**config.mk**
```make
export PLATFORM = sky130hd
export DESIGN_NAME = fp_add_scheduler
export DESIGN_NICKNAME = d
export VERILOG_FILES = /design/src/rtl/fp_add_scheduler.sv
export SDC_FILE = /design/constraint.sdc
export NUM_CORES = 1
export LEC_CHECK = 0
export ABC_AREA = 1
export CAP_MARGIN = 20
export CORE_ASPECT_RATIO = 1.5
export CORE_MARGIN = 4
export CORE_UTILIZATION = 31
export DETAILED_ROUTE_END_ITERATION = 8
export PLACE_DENSITY = 0.58
export SLEW_MARGIN = 20
export SYNTH_ARGS = -nofsm -noshare
export SYNTH_HDL_FRONTEND = slang
export SYNTH_SLANG_ARGS = --single-unit
```
**constraint.sdc**
```tcl
create_clock -name clk -period 5.51 [get_ports clk]
set_input_delay 1.3775 -clock clk [delete_from_list [all_inputs] [get_ports clk]]
set_output_delay 1.3775 -clock clk [all_outputs]
set_load 0.01 [all_outputs]
```
**src/rtl/fp_add_scheduler.sv**
```systemverilog
// rtl/fp_add_scheduler.sv - round-robin scheduler sharing one pipelined FP adder among NREQ requesters
// Optional statistics counters are enabled by defining FP_ADD_SCHED_STATS_EN.

`ifndef FP16
`define FP16 0
`endif
`ifndef FP32
`define FP32 1
`endif
`ifndef FP64
`define FP64 2
`endif
`ifndef GET_FP_LEN
`define GET_FP_LEN(f) (((f) == `FP16) ? 16 : (((f) == `FP64) ? 64 : 32))
`endif

module fp_add_scheduler #(
    parameter int DATA_FORMAT = `FP32,
    parameter int NREQ        = 4,
    parameter int LAT         = 3,
    parameter int FIFO_DEPTH  = 4,
    localparam int W          = `GET_FP_LEN(DATA_FORMAT),
    localparam int IDW        = $clog2(NREQ)
) (
    input  logic                clk,
    input  logic                rst,
    input  logic [NREQ-1:0]     req_valid,
    output logic [NREQ-1:0]     req_ready,
    input  logic [NREQ*W-1:0]   req_a,
    input  logic [NREQ*W-1:0]   req_b,
    output logic                add_valid,
    output logic [W-1:0]        add_a,
    output logic [W-1:0]        add_b,
    input  logic [W-1:0]        add_sum,
    output logic                res_valid,
    input  logic                res_ready,
    output logic [W-1:0]        res_sum,
`ifdef FP_ADD_SCHED_STATS_EN
    output logic [IDW-1:0]      res_id,
    output logic [31:0]         stat_issued,
    output logic [31:0]         stat_stall
`else
    output logic [IDW-1:0]      res_id
`endif
);

    localparam int AW = $clog2(FIFO_DEPTH);
    localparam int CW = $clog2(FIFO_DEPTH + LAT + 1);

    logic [IDW-1:0] last_q, last_d;
    logic [LAT-1:0] tag_v_q;
    logic [IDW-1:0] tag_id_q [LAT];
    logic [W-1:0]   mem_q    [FIFO_DEPTH];
    logic [IDW-1:0] mem_id_q [FIFO_DEPTH];
    logic [AW-1:0]  wr_q, wr_d, rd_q, rd_d;
    logic [CW-1:0]  cnt_q, cnt_d;
    logic           blank_q;

    logic [CW-1:0]  inflight;
    logic           open;
    logic           gnt_vld;
    logic [IDW-1:0] gnt_idx;
    logic [IDW-1:0] cand;
    logic           issue;
    logic           push;
    logic           pop;

    // Credit covers both queued results and those still inside the adder.
    always_comb begin
        inflight = '0;
        for (int i = 0; i < LAT; i++) begin
            inflight = inflight + CW'(tag_v_q[i]);
        end
        open    = ((cnt_q + inflight) < CW'(FIFO_DEPTH)) && !rst && !blank_q;
        gnt_vld = 1'b0;
        gnt_idx = '0;
        cand    = '0;
        for (int k = 1; k <= NREQ; k++) begin
            cand = IDW'((int'(last_q) + k) % NREQ);
            if (!gnt_vld && req_valid[cand]) begin
                gnt_vld = 1'b1;
                gnt_idx = cand;
            end
        end
        issue     = open && gnt_vld;
        req_ready = issue ? (NREQ'(1) << gnt_idx) : '0;
        add_valid = issue;
        add_a     = issue ? req_a[int'(gnt_idx)*W +: W] : '0;
        add_b     = issue ? req_b[int'(gnt_idx)*W +: W] : '0;
        last_d    = issue ? gnt_idx : last_q;
    end

    always_comb begin
        push      = tag_v_q[LAT-1];
        res_valid = (cnt_q != '0) && !rst && !blank_q;
        pop       = res_valid && res_ready;
        res_sum   = res_valid ? mem_q[rd_q] : '0;
        res_id    = res_valid ? mem_id_q[rd_q] : '0;
        cnt_d     = cnt_q + CW'(push) - CW'(pop);
        wr_d      = wr_q + AW'(push);
        rd_d      = rd_q + AW'(pop);
    end

    always_ff @(posedge clk) begin
        if (rst) begin
            last_q  <= IDW'(NREQ - 1);
            tag_v_q <= '0;
            wr_q    <= '0;
            rd_q    <= '0;
            cnt_q   <= '0;
            blank_q <= 1'b1;
        end else begin
            last_q  <= last_d;
            for (int i = LAT - 1; i > 0; i--) begin
                tag_v_q[i] <= tag_v_q[i-1];
            end
            tag_v_q[0] <= issue;
            wr_q    <= wr_d;
            rd_q    <= rd_d;
            cnt_q   <= cnt_d;
            blank_q <= 1'b0;
        end
    end

    // Payload storage carries no reset; validity lives in tag_v_q and cnt_q.
    always_ff @(posedge clk) begin
        for (int i = LAT - 1; i > 0; i--) begin
            tag_id_q[i] <= tag_id_q[i-1];
        end
        tag_id_q[0] <= gnt_idx;
        if (push) begin
            mem_q[wr_q]    <= add_sum;
            mem_id_q[wr_q] <= tag_id_q[LAT-1];
        end
    end

    a_no_overflow: assert property (@(posedge clk) disable iff (rst)
        !(push && (cnt_q == CW'(FIFO_DEPTH))));

`ifdef FP_ADD_SCHED_STATS_EN
    logic [31:0] issued_q, stall_q;

    always_ff @(posedge clk) begin
        if (rst) begin
            issued_q <= '0;
            stall_q  <= '0;
        end else begin
            if (issue && (issued_q != '1)) issued_q <= issued_q + 32'd1;
            if ((|req_valid) && !issue && (stall_q != '1)) stall_q <= stall_q + 32'd1;
        end
    end

    assign stat_issued = issued_q;
    assign stat_stall  = stall_q;
`endif

endmodule

```
* Word-level counts from Yosys, hierarchy flattened *
Memory sizes are Yosys's and may differ from the RTL's. A register that Yosys moved wholly into a read port is not among the register bits.
Index checks and enable logic that the tools add are counted.

storage, ports and cells
  bits in writable memories = 142
  memories = 3
  logic and storage cells = 69
  input port bits = 295
  output and inout bits = 104
  flip-flop bits (word level) = 13

memories
  memory    words  width  rd ports  clocked after Yosys merged registers in  wr ports  RTL line  source
  mem_q     4      32     1         1                                        1         53        logic [W-1:0] mem_q [FIFO_DEPTH];
  mem_id_q  4      2      1         1                                        1         54        logic [IDW-1:0] mem_id_q [FIFO_DEPTH];
  tag_id_q  3      2      3         0                                        3         52        logic [IDW-1:0] tag_id_q [LAT];

cells by class
  multiplexer cells = 26
  reduce and logical (&&, ||, !) cells = 15
  $add $sub $neg = 11
  $lt $le $gt $ge = 5
  shifts and indexed selects = 3

operator list
  kind                   number
  $shiftx A128 B8 Y32    2
  $mux W32               3
  $mux W2                7
  $lt A2 B3 Y1 const B   4
  $mux W1                11
  $logic_and A1 B1 Y1    9
  $bmux W1 S2            4
  $logic_not A1 Y1       5
  $add A2 B1 Y2          2
  $add A2 B1 Y2 const B  2
  $add A2 B2 Y2 const B  2
  $mux W4                1
  $shl A1 B2 Y4 const A  1
  $add A2 B1 Y3          1
  $add A3 B1 Y3          1
  $add A3 B3 Y3          1
  $lt A3 B3 Y1 const B   1
  $reduce_bool A3 Y1     1
  $sub A3 B1 Y3          1
  $add A1 B1 Y2          1

* Logic depth before layout (Yosys ltp) *
  word-level depth = 15
  gate-level depth with buffers = 16
  mapped depth without buffers = 14

* Least setup slack after synthesis *
No wires, ideal clock.

  path type = input to output
  from = input req_valid[2]
  to = output add_a[17]
  data arrival time = 2657 ps
  path buffers = 2
  cell stages on the path = 14
  required time = 4133 ps
  slack = 1475 ps
  path through = nand2_1 nand2_1 nand2_1 nand2_2 nor2_2 nand3_1 inv_1 nor2_1 buf_2 buf_2 nand3_1 nand2_1 nor2_1 nor2_1

between the ends
  word-level cells in the longest chain between the ends = 14
  elaborated cells on any way between the ends = 25
  classes of those cells = 1 x shift; 17 x mux; 7 x reduce/logical

ends and longest elaborated chain
  item                                                        RTL line  source
  start: declaration                                          27        input logic [NREQ-1:0] req_valid,
  $bmux W1 S2                                                 80        if (!gnt_vld && req_valid[cand]) begin
  $mux W1 (implied by the code)                               80
  $mux W1                                                     80
  $logic_not A1 Y1                                            80
  $logic_and A1 B1 Y1                                         80
  $mux W1                                                     80
  $logic_not A1 Y1                                            80
  $logic_and A1 B1 Y1                                         80
  $mux W1                                                     80
  $logic_not A1 Y1                                            80
  $logic_and A1 B1 Y1                                         80
  $mux W2 or $mux W1 (tied branches)                          80
  $shiftx A128 B8 Y32 or $logic_and A1 B1 Y1 (tied branches)  88, 85
  $mux W32 (*)                                                88        add_a = issue ? req_a[int'(gnt_idx)*W +: W] : '0;
  end: declaration                                            32        output logic [W-1:0] add_a,

Mark *: on every way between the ends. The rest lies on a longest branch, timed or not. The select of a mux whose other input is x is not followed.

* Final worst setup path *
  from = input req_valid[3]
  to = output add_a[23]

The elaborated chain is that of the path after synthesis.

==> results.py <==
metrics = {
    "synth": {
        "synth_edf_count": 136,
        "synth.distinct_cells": 27,
        "synthCells": 1121,
        "synth_warnings": 0,
        "yosysTopAreaCell": "edfxtp_1",
        "avgSynthCellArea_um2": 8.040,
        "synth_area_leaders": "edfxtp_1 (45%), nor2_1 (12%), nand4_1 (9.0%), nand2_1 (6.9%), nand3_1 (6.8%)",
        "ys_async_sr_fraction": 0,
        "synth_fp_nets": 1421,
        "synth-seq-cells": 155,
        "synth_area_um2": 9012,
        "ys_seq_area_frac": 0.4953,
        "yosysTopAreaCellShare": 0.4531,
        "synthFlopType": "edfxtp_1",
    },
    "drt": {
        "drt_iter0_markers": 516,
        "drt_pre_antenna_iters": 6,
        "wl_per_cell_um": 20.37,
        "dr_total_vias": 9786,
        "ant_nets": 0,
        "detail_route.vias_per_cell": 5.156,
        "drc": 0,
        "drt-total-wl_mm": 38.67,
    },
    "pwr": {
        "power.density_nw_per_um2": 307.6,
        "pwr-share-comb": 0.450,
        "ir_drop_mv": 0.2067,
        "p_int_mw": 2.904,
        "power.switching_mw": 1.576,
        "clkPwrFrac": 0.253,
        "p_leak_nw": 6.446,
        "p_sw_frac": 0.3517,
        "sequentialPowerShare": 0.297,
    },
    "placed_design": {
        "pre_cts_slack_ns": 0.1271,
        "dpl.hpwl_mm": 27.61,
        "post-place-cells": 1847,
        "dpl_cell_area_um2": 13580,
        "place_congestion": 0.9631,
        "portBuffers": 398,
    },
    "worst_setup_path": {
        "cp.arrival_ns": 3.96,
        "crit_fanout": 12,
        "required_ns": 4.13,
        "cp_slowest_cell": "clkdlybuf4s50_1",
        "crit_top_cell": "nand2_1",
        "max_stage_delay_ns": 0.56,
        "path_cells": "clkdlybuf4s50_1, inv_1, nand2_1, nand2_1, nand2_1, nand2_1, nand2_1, nand2_1, buf_4, nand2_4, buf_12, buf_4, nand4_1, nand2_1, nor2_1, nor2_1, clkdlybuf4s50_1",
        "critPathLaunchType": "input port",
        "critical_path_class": "input port to output pin",
        "critPathCaptureType": "output pin",
    },
    "sta": {
        "timing.final.ws_setup_ns": 0.1716,
        "layout_min_cycle_time_ns": 5.338,
        "finalCritPeriodShare": 0.9689,
        "final_max_slew_viol_count": 0,
        "slew_headroom": 0.3335,
        "skew_ns": 0.007418,
        "finalHoldViolCount": 0,
        "worst_pin_slew_ns": 0.9997,
        "holdWs_ns": 0.3253,
        "setup_viol": 0,
        "max_freq_ghz": 0.1873,
    },
    "clock_tree": {
        "cts_sinks": 155,
        "cts_max_path_buffers": 2,
        "cts_tree": "done",
        "cts_hold_buf": 0,
        "clkLatencyLatePin_ns": 0.42,
        "htree_num_levels": 4,
        "cts.clk_slew.worst_paths_ns": 0.06,
        "cts_buffers": 17,
        "cts_root_buf": "clkbuf_16",
    },
    "final_layout": {
        "syn_to_final_growth_pct": 61.61,
        "mostFrequentLayoutCells": "clkdlybuf4s50_1 (351), nor2_1 (275), nand2_1 (163), edfxtp_1 (136), nand4_1 (129)",
        "finalInstanceArea_um2": 14570,
        "layout_commonest_cell": "clkdlybuf4s50_1",
        "final_layout_size_suffix_gt1_frac": 0.07718,
        "fin_nets": 1790,
        "layoutNonFillerInstCount": 1898,
        "fill_cells": 2772,
        "final_util": 0.5072,
    },
    "run": {
        "maxCapViolations": 0,
    },
    "hold_path": {
        "min_path_type": "flop to flop",
    },
    "grt": {
        "grt_antenna_before_repair": 11,
        "grt_pass1_wl_mm": 54.86,
        "grt_max_degree": 82,
        "grt-ovfl-total": 0,
        "grt_pass1_vias": 9150,
        "grtUsageTotal": 0.2231,
    },
    "floorplanning": {
        "initial_core_util": 0.3138,
        "num_rows": 76,
        "dieArea_um2": 31920,
        "coreArea_um2": 28720,
        "num_io_pins": 399,
        "die_x_um": 147.2,
        "dieHeight_um": 216.8,
    },
    "outcome": {
        "status": "finished, final reports clean",
    },
}
Yosys cell counts (3+ instances only):
master    instances
ha_1              3
dfxtp_1          19
inv_1            20
nand2_1         166
nand3_2          11
inv_2             3
nor2_1          277
buf_6             4
nand3_1         122
buf_2            52
edfxtp_1        136
clkbuf_1         35
nand4_1         129
nand2_2           3
o21ai_0          73
buf_4            10
a21oi_1          39
nor3_1            7
critical path: cells and delay by family:
| kind | cells | cell delay, ns |
|---|---|---|
| buffers and inverters | 6 | 1.64 |
| AND/OR/NAND/NOR | 11 | 0.94 |
routing by layer:
metal,part of all wire,up-vias,track usage
li1,-,4658,-
met1,0.39,4641,0.2791
met2,0.49,424,0.3732
met3,0.095,51,0.07165
met4,0.019,12,0.05908
met5,0.0016,-,0
cells by family after synthesis:
family | share of synthesized area
AND/OR/NAND/NOR | 0.3607
AO/OA/AOI/OAI | 0.06484
flip-flops | 0.4953
XOR/XNOR | 0.002916
buffers and inverters | 0.06761
adder cells (fa/ha/maj) | 0.008608
area by class of cell:
| type | count | area [um^2] | share of cell area |
|---|---|---|---|
| Tap cell | 390 | 488.0 | 0.03350 |
| Antenna cell | 5 | 12.51 | 0.0008590 |
| Inverter | 24 | 90.09 | 0.006185 |
| Clock buffer | 24 | 545.5 | 0.03745 |
| Timing Repair Buffer | 453 | 4887 | 0.3355 |
| Clock inverter | 8 | 50.05 | 0.003436 |
| Multi-Input combinational cell | 839 | 4026 | 0.2764 |
| Sequential cell | 155 | 4466 | 0.3066 |
final timing paths:
path | from | endpoint | slack [ns] | cells past startpoint
worst min-delay path | tag_id_q[0][2] | tag_id_q[0][4] | 0.33 | 0
worst max register to register | cnt_q[0] | cnt_q[2] | 2.32 | 11
worst min register to register | tag_id_q[0][2] | tag_id_q[0][4] | 0.33 | 0
worst max-delay path | req_valid[3] | add_a[23] | 0.17 | 17
timing repair:
action | CTS | global route
resized for setup | 0 | 53
buffers inserted | 0 | 9
setup endpoints to repair | 0 | 57
power by group through the flow:
stage	Combinational (mW)	Sequential, mW	Clock (mW)
floorplan	1.05	1.35	0
global placement	1.86	1.36	0
detailed placement	1.86	1.36	0
CTS	1.87	1.33	1.15
global route	2.19	1.33	1.20
finish	2.02	1.33	1.13
registers in the layout, summed over array words and instances (netlist names):
signal and flops:
blank_q 1, cnt_q 3, last_q 2, mem_id_q 8, mem_q 128, rd_q 2
tag_id_q 6, tag_v_q 3, wr_q 2
metrics by stage:
step | total power [mW] | TNS [ns]
after floorplan | 2.404 | 0
after global placement | 3.217 | 0
after detailed placement | 3.217 | 0
after CTS | 4.352 | 0
after global routing | 4.725 | -0.01992
final | 4.480 | 0
Power figures use the tool's default switching activity.
